--- config.mk ---
export PLATFORM = sky130hd
export DESIGN_NAME = clk_div_ctrl
export DESIGN_NICKNAME = d
export VERILOG_FILES = /design/src/rtl/clk_div_ctrl.sv
export SDC_FILE = /design/constraint.sdc
export NUM_CORES = 1
export LEC_CHECK = 0
export CORE_MARGIN = 4
export CORE_UTILIZATION = 50
export DETAILED_ROUTE_END_ITERATION = 6
export GPL_ROUTABILITY_DRIVEN = 0
export PLACE_DENSITY = 0.81
export SYNTH_ARGS = -nofsm -noshare
export SYNTH_HDL_FRONTEND = slang
export SYNTH_SLANG_ARGS = --single-unit
--- constraint.sdc ---
create_clock -name clk -period 2.7 [get_ports clk]
set_clock_uncertainty 0.2 [all_clocks]
set_input_delay 0.54 -clock clk [delete_from_list [all_inputs] [get_ports clk]]
set_output_delay 0.54 -clock clk [all_outputs]
set_load 0.01 [all_outputs]
--- src/rtl/clk_div_ctrl.sv ---
// ---------------------------------------------------------------------------
// clk_div_ctrl
//
// Divisor controller for the LF clock divider. It owns the divider's 8-bit
// divisor and arbitrates between a one-shot host configuration port and an
// internal frequency-sweep engine. Every divisor change is committed only at
// the clock edge that ends the divider's wrap cycle (div_cnt == divisor), so
// the divided clock never sees a runt or a stretched half-period.
//
// Ports
//   clk, reset          : system clock, synchronous active-high reset
//   cfg_valid/_divisor  : host request to set a divisor
//   cfg_ready           : host pending slot is empty
//   sweep_start         : pulse, samples sweep_lo/_hi/_dwell
//   sweep_busy          : sweep in progress
//   sweep_done          : one-cycle pulse on normal sweep completion
//   sweep_err           : one-cycle pulse when sweep_start is rejected
//   div_cnt, div_clk    : counter and divided clock fed back from the divider
//   divisor             : divisor driven to the divider
//   update_pulse        : high in the first cycle a new divisor is driven
// ---------------------------------------------------------------------------
module clk_div_ctrl #(
    parameter logic [7:0] RESET_DIVISOR = 8'd95
) (
    input  logic       clk,
    input  logic       reset,
    input  logic       cfg_valid,
    input  logic [7:0] cfg_divisor,
    output logic       cfg_ready,
    input  logic       sweep_start,
    input  logic [7:0] sweep_lo,
    input  logic [7:0] sweep_hi,
    input  logic [7:0] sweep_dwell,
    output logic       sweep_busy,
    output logic       sweep_done,
    output logic       sweep_err,
    input  logic [7:0] div_cnt,
    input  logic       div_clk,
    output logic [7:0] divisor,
    output logic       update_pulse
);

    typedef enum logic [2:0] {
        S_IDLE,
        S_LOAD,
        S_WAIT_APPLY,
        S_DWELL,
        S_STEP
    } state_t;

    state_t     state_reg, state_next;

    logic [7:0] divisor_reg;
    logic       update_pulse_reg;
    logic       host_pend_valid_reg;
    logic [7:0] host_pend_val_reg;
    logic       sweep_pend_valid_reg;
    logic [7:0] sweep_pend_val_reg;
    logic       div_clk_q_reg;
    logic [7:0] cur_reg;
    logic [7:0] lo_reg;
    logic [7:0] hi_reg;
    logic [7:0] dwell_reg;
    logic [7:0] dwell_cnt_reg;
    logic       sweep_done_reg;
    logic       sweep_err_reg;

    logic       wrap;
    logic       host_accept;
    logic       host_apply;
    logic [7:0] host_value;
    logic       start_ok;
    logic       start_bad;
    logic       div_edge;
    logic       dwell_last;
    logic       sweep_apply;
    logic       done_next;
    logic       req_load;
    logic       req_step;

    // ------------------------------------------------------------------
    // Shared decode
    // ------------------------------------------------------------------
    assign cfg_ready   = ~host_pend_valid_reg;
    assign wrap        = (div_cnt == divisor_reg);
    assign host_accept = cfg_valid & cfg_ready;

    // A host request accepted during the wrap cycle bypasses the pending
    // slot and is committed at that same edge (minimum 1-cycle latency).
    assign host_apply  = wrap & (host_pend_valid_reg | host_accept);
    assign host_value  = host_pend_valid_reg ? host_pend_val_reg : cfg_divisor;

    // Host priority: a simultaneous host accept also rejects a start.
    assign start_ok    = sweep_start & (sweep_lo <= sweep_hi)
                         & ~host_pend_valid_reg & ~host_accept;
    assign start_bad   = sweep_start & ~start_ok;

    assign div_edge    = div_clk & ~div_clk_q_reg;
    assign dwell_last  = div_edge & (dwell_cnt_reg == dwell_reg);

    // A sweep value is committed only if nothing in this cycle (host
    // accept/abort or a sweep restart) discards it.
    assign sweep_apply = wrap & sweep_pend_valid_reg & (state_reg == S_WAIT_APPLY)
                         & ~host_apply & ~host_accept & ~start_ok;

    // ------------------------------------------------------------------
    // Sweep FSM: state register
    // ------------------------------------------------------------------
    always_ff @(posedge clk) begin
        if (reset) begin
            state_reg <= S_IDLE;
        end else begin
            state_reg <= state_next;
        end
    end

    // ------------------------------------------------------------------
    // Sweep FSM: next-state logic
    // ------------------------------------------------------------------
    always_comb begin
        state_next = state_reg;
        done_next  = 1'b0;
        if (host_accept) begin
            state_next = S_IDLE;
        end else if (start_ok) begin
            state_next = S_LOAD;
        end else begin
            case (state_reg)
                S_IDLE:       state_next = S_IDLE;
                S_LOAD:       state_next = S_WAIT_APPLY;
                S_WAIT_APPLY: if (sweep_apply) state_next = S_DWELL;
                S_DWELL: begin
                    if (dwell_last) begin
                        if (cur_reg == hi_reg) begin
                            state_next = S_IDLE;
                            done_next  = 1'b1;
                        end else begin
                            state_next = S_STEP;
                        end
                    end
                end
                S_STEP:       state_next = S_WAIT_APPLY;
                default:      state_next = S_IDLE;
            endcase
        end
    end

    // ------------------------------------------------------------------
    // Sweep FSM: outputs
    // ------------------------------------------------------------------
    always_comb begin
        sweep_busy = (state_reg != S_IDLE);
        req_load   = (state_reg == S_LOAD);
        req_step   = (state_reg == S_STEP);
    end

    // ------------------------------------------------------------------
    // Datapath
    // ------------------------------------------------------------------
    always_ff @(posedge clk) begin
        if (reset) begin
            divisor_reg          <= RESET_DIVISOR;
            update_pulse_reg     <= 1'b0;
            host_pend_valid_reg  <= 1'b0;
            host_pend_val_reg    <= 8'd0;
            sweep_pend_valid_reg <= 1'b0;
            sweep_pend_val_reg   <= 8'd0;
            div_clk_q_reg        <= 1'b0;
            cur_reg              <= 8'd0;
            lo_reg               <= 8'd0;
            hi_reg               <= 8'd0;
            dwell_reg            <= 8'd0;
            dwell_cnt_reg        <= 8'd0;
            sweep_done_reg       <= 1'b0;
            sweep_err_reg        <= 1'b0;
        end else begin
            div_clk_q_reg  <= div_clk;
            sweep_done_reg <= done_next;
            sweep_err_reg  <= start_bad;

            // Divisor commit: host value wins over a sweep value.
            if (host_apply) begin
                divisor_reg      <= host_value;
                update_pulse_reg <= 1'b1;
            end else if (sweep_apply) begin
                divisor_reg      <= sweep_pend_val_reg;
                update_pulse_reg <= 1'b1;
            end else begin
                update_pulse_reg <= 1'b0;
            end

            // Host pending slot.
            if (host_apply) begin
                host_pend_valid_reg <= 1'b0;
            end else if (host_accept) begin
                host_pend_valid_reg <= 1'b1;
                host_pend_val_reg   <= cfg_divisor;
            end

            // Sweep range capture.
            if (start_ok) begin
                lo_reg    <= sweep_lo;
                hi_reg    <= sweep_hi;
                dwell_reg <= sweep_dwell;
            end

            // Sweep pending slot and current step value.
            if (host_accept || start_ok || sweep_apply) begin
                sweep_pend_valid_reg <= 1'b0;
            end else if (req_load) begin
                cur_reg              <= lo_reg;
                sweep_pend_val_reg   <= lo_reg;
                sweep_pend_valid_reg <= 1'b1;
            end else if (req_step) begin
                cur_reg              <= cur_reg + 8'd1;
                sweep_pend_val_reg   <= cur_reg + 8'd1;
                sweep_pend_valid_reg <= 1'b1;
            end

            // Dwell counter: cleared when the step value lands, so the
            // divided-clock edge produced by that very apply is counted.
            if (sweep_apply) begin
                dwell_cnt_reg <= 8'd0;
            end else if ((state_reg == S_DWELL) && div_edge && !dwell_last) begin
                dwell_cnt_reg <= dwell_cnt_reg + 8'd1;
            end
        end
    end

    assign divisor      = divisor_reg;
    assign update_pulse = update_pulse_reg;
    assign sweep_done   = sweep_done_reg;
    assign sweep_err    = sweep_err_reg;

endmodule

==> flow_metrics.env <==
export IMPL_hp_start="dwell_reg[4]"
export IMPL_min_delay_path_depth=2
export IMPL_timing_limited_maximum_frequency_mhz=366
export IMPL_final_slew_viol_count=0
export IMPL_num_fill_cells=471
export IMPL_wl_per_cell_um=16.0
export IMPL_worstMarginPinSlew_ns=0.812
export IMPL_critical_path_endpoint_type="register"
export IMPL_share_of_post_route_cells_with_drive_strength_above_1=0.139
export IMPL_chipHeight_um=89.8
export IMPL_synthesis_yosys_warnings=0
export IMPL_violations="setup timing"
export IMPL_cts_num_sinks=65
export IMPL_peak_ir_drop_on_the_vdd_network_v=0.000377
export IMPL_design_portCount=58
export IMPL_place_worst_setup_slack_ns=-0.266
export IMPL_ys_seq_elements=65
export IMPL_synth_cell_area_um2=3340
export IMPL_yosysUniqueCellTypes=48
export IMPL_antenna_found_initial=0
export IMPL_post_synth_top_area_fraction=0.389
export IMPL_ff2ff_path_depth=6
export IMPL_critical_path_reg2reg_endpoint="divisor[6]"
export IMPL_timing_hold_violations_final=0
export IMPL_synthTopCellsByCount="sky130_fd_sc_hd__dfxtp_1 (65), sky130_fd_sc_hd__nand2_1 (45), sky130_fd_sc_hd__nor2_1 (34)"
export IMPL_synth_top_cells_by_area="sky130_fd_sc_hd__dfxtp_1 (39%), sky130_fd_sc_hd__xnor2_1 (7.9%), sky130_fd_sc_hd__mux2i_1 (6.6%)"
export IMPL_cts_root_buffer_cell="sky130_fd_sc_hd__clkbuf_8"
export IMPL_synth_enable_flop_cells=0
export IMPL_post_synth_inst_count=393
export IMPL_complex_gate_fraction_of_the_synthesized_area=0.164
export IMPL_syn_nets=448
export IMPL_timing_setup_critical_path_class="in2reg"
export IMPL_clk_pin_slew_worst_paths_ns=0.08
export IMPL_setup_tns_ns=-0.0308
export IMPL_core_rowCount=29
export IMPL_critical_path_peak_fanout=12
export IMPL_synth_simple_gate_area_share=0.219
export IMPL_layout_nets=519
export IMPL_postCtsHoldBufs=0
export IMPL_clock_latency_ns=0.35
export IMPL_post_route_clock_period_utilization=1.01
export IMPL_starting_drt_drc_count=207
export IMPL_die_width_um=89.8
export IMPL_synth_sequential_area_ratio=0.389
export IMPL_synthDominantAreaCellType="sky130_fd_sc_hd__dfxtp_1"
export IMPL_worst_ep_required_time_ns=2.76
export IMPL_global_route_usage_total=0.215
export IMPL_clk_path_buf_depth=2
export IMPL_status="complete, but fails checks"
export IMPL_design_die_area_um2=8060
export IMPL_synth_area_mux_share=0.0659
export IMPL_routed_via_count=3095
export IMPL_tightest_slew_margin_relative_to_the_limit=0.458
export IMPL_global_route_wire_length_before_repair_um=14200
export IMPL_numCtsBuffers=9
export IMPL_holdPathEnd="dwell_reg[4]"
export IMPL_wirelength_um=8770
export IMPL_place_detailed_hpwl_um=6170
export IMPL_worst_ep_arrival_time_ns=2.79
export IMPL_worst_hold_path_type="reg2reg"
export IMPL_synth_adder_area_share=0.0374
export IMPL_postLayoutSetupSlackWorst_ns=-0.0308
export IMPL_seqCellArea_um2=1300
export IMPL_port_buffers=57
export IMPL_p_leak_nw=1.60
export IMPL_synth_xor_area_share=0.0838
export IMPL_tritoncts_clock_tree="built"
export IMPL_detailedRoute_firstPassIterationCount=4
export IMPL_synth_top_family_by_area="simple AND/OR/NAND/NOR gates"
export IMPL_area_growth_pct=33.4
export IMPL_drv_max_cap_violation_count=0
export IMPL_power_per_cell_area_nw_per_um2=518
export IMPL_drcViolationCount=0
export IMPL_synthMostInstantiatedCell="sky130_fd_sc_hd__dfxtp_1"
export IMPL_grt_overflow_total=0
export IMPL_pin_count_of_the_biggest_net_entering_global_routing=47
export IMPL_drt_antenna_violating_nets=0
export IMPL_synthesis_area_per_instance_um2=8.51
export IMPL_layout_min_cycle_time_ns=2.73
export IMPL_coreArea_um2=6420
export IMPL_via_count_of_the_first_global_routing_pass=3047
export IMPL_setup_violations=1
export IMPL_floorplan_initialDensity=0.521
export IMPL_synth_async_reset_ratio=0
export IMPL_timing_rr_start="divisor[1]"
export IMPL_yosys_most_used_dff="sky130_fd_sc_hd__dfxtp_1"
export IMPL_cts_htree_levels=3
export IMPL_regToRegSetupSlack_ns=0.66
export IMPL_setup_worst_path_start_class="input pin"
export IMPL_post_drt_via_cell_ratio=5.66
export IMPL_multi_input_area_um2=1970
logic make-up after synthesis:
kind of cell	count (synthesis)
simple gates	145
fa+ha+maj	10
xor+xnor	32
buf+inv	33
compound gates	86
flops	65
mux	22
metal layers:
layer | global-route usage | part of all wire
met5 | 0 | 0
met4 | 0.0894 | 0.030
met3 | 0.0626 | 0.054
met2 | 0.375 | 0.51
met1 | 0.246 | 0.40
repair_timing:
item / 4_1_cts / 5_1_grt
setup endpoints to repair: 0 / 26
gates resized for setup: 0 / 12
setup buffers: 0 / 1
hold endpoints to repair: 0 / 0
critical path, cell delays in order:
cell	delay (ns)
sky130_fd_sc_hd__clkdlybuf4s50_1	0.48
sky130_fd_sc_hd__inv_1	0.06
sky130_fd_sc_hd__ha_1	0.30
sky130_fd_sc_hd__nor2b_4	0.14
sky130_fd_sc_hd__o211ai_2	0.28
sky130_fd_sc_hd__a211oi_4	0.13
sky130_fd_sc_hd__nor3_4	0.22
sky130_fd_sc_hd__buf_12	0.15
sky130_fd_sc_hd__buf_12	0.12
sky130_fd_sc_hd__buf_12	0.12
sky130_fd_sc_hd__nand2_1	0.07
sky130_fd_sc_hd__a21oi_1	0.17
how the worst max path moves through the flow:
| stage | slack (ns) | cells after the start | to | startpoint |
|---|---|---|---|---|
| detailed placement | -0.27 | 10 | dwell_reg[2] | sweep_hi[5] |
| finish | -0.03 | 12 | hi_reg[3] | sweep_hi[1] |
| global placement | -0.19 | 10 | dwell_reg[4] | sweep_hi[5] |
| CTS | 0.08 | 11 | hi_reg[1] | sweep_hi[3] |
| floorplan | 0.36 | 9 | dwell_cnt_reg[0] | sweep_hi[7] |
| global route | -0.08 | 12 | hi_reg[3] | sweep_hi[1] |
layout make-up:
| cell class | instances | area share |
|---|---|---|
| well taps | 77 | 0.0216 |
| clock inverters | 5 | 0.0233 |
| multi-input cells | 295 | 0.441 |
| diodes | 1 | 0.000561 |
| inverters | 14 | 0.0118 |
| clock buffers | 11 | 0.0295 |
| repair buffers | 79 | 0.180 |
| flip-flops and latches | 65 | 0.292 |
placed cells by master, fill, tap and decap left out, types with 5 or more instances in the layout:
cell type                         count
sky130_fd_sc_hd__ha_1                 9
sky130_fd_sc_hd__buf_4               16
sky130_fd_sc_hd__a21oi_1             30
sky130_fd_sc_hd__mux2i_1             21
sky130_fd_sc_hd__dfxtp_1             65
sky130_fd_sc_hd__inv_1               14
sky130_fd_sc_hd__nor2_2              10
sky130_fd_sc_hd__nand2_1             45
sky130_fd_sc_hd__or3_1                6
sky130_fd_sc_hd__nor2_1              34
sky130_fd_sc_hd__a221oi_1             6
sky130_fd_sc_hd__clkbuf_8             9
sky130_fd_sc_hd__and3_1               6
sky130_fd_sc_hd__a22o_1               6
sky130_fd_sc_hd__a22oi_1              5
sky130_fd_sc_hd__nor2b_1              6
sky130_fd_sc_hd__o21ai_0             16
sky130_fd_sc_hd__nor3_1               6
sky130_fd_sc_hd__nand4_1              7
sky130_fd_sc_hd__clkdlybuf4s50_1     55
sky130_fd_sc_hd__xnor2_1             30
stage by stage:
| stage | cell area (um2) | utilization | std cells | hold WS (ns) | total power [mW] |
|---|---|---|---|---|---|
| CTS | 4350 | 0.677 | 544 | 0.269 | 2.29 |
| floorplan | 3340 | - | 393 | 0.236 | 1.17 |
| finish | 4460 | 0.694 | 547 | 0.269 | 2.31 |
| detailed placement | 4110 | 0.641 | 528 | 0.259 | 1.31 |
| global route | 4460 | 0.694 | 546 | 0.290 | 2.39 |
| global placement | 4110 | 0.641 | 528 | 0.250 | 1.30 |
where the power goes:
| group | total, mW | switching [mW] | internal, mW | leakage [nW] |
|---|---|---|---|---|
| clock network | 0.988 | 0.374 | 0.614 | 0.118 |
| registers | 1.00 | 0.0190 | 0.984 | 0.527 |
| logic | 0.317 | 0.152 | 0.166 | 0.950 |
| total | 2.31 | 0.545 | 1.76 | 1.60 |
(Power assumes the default switching activity.)
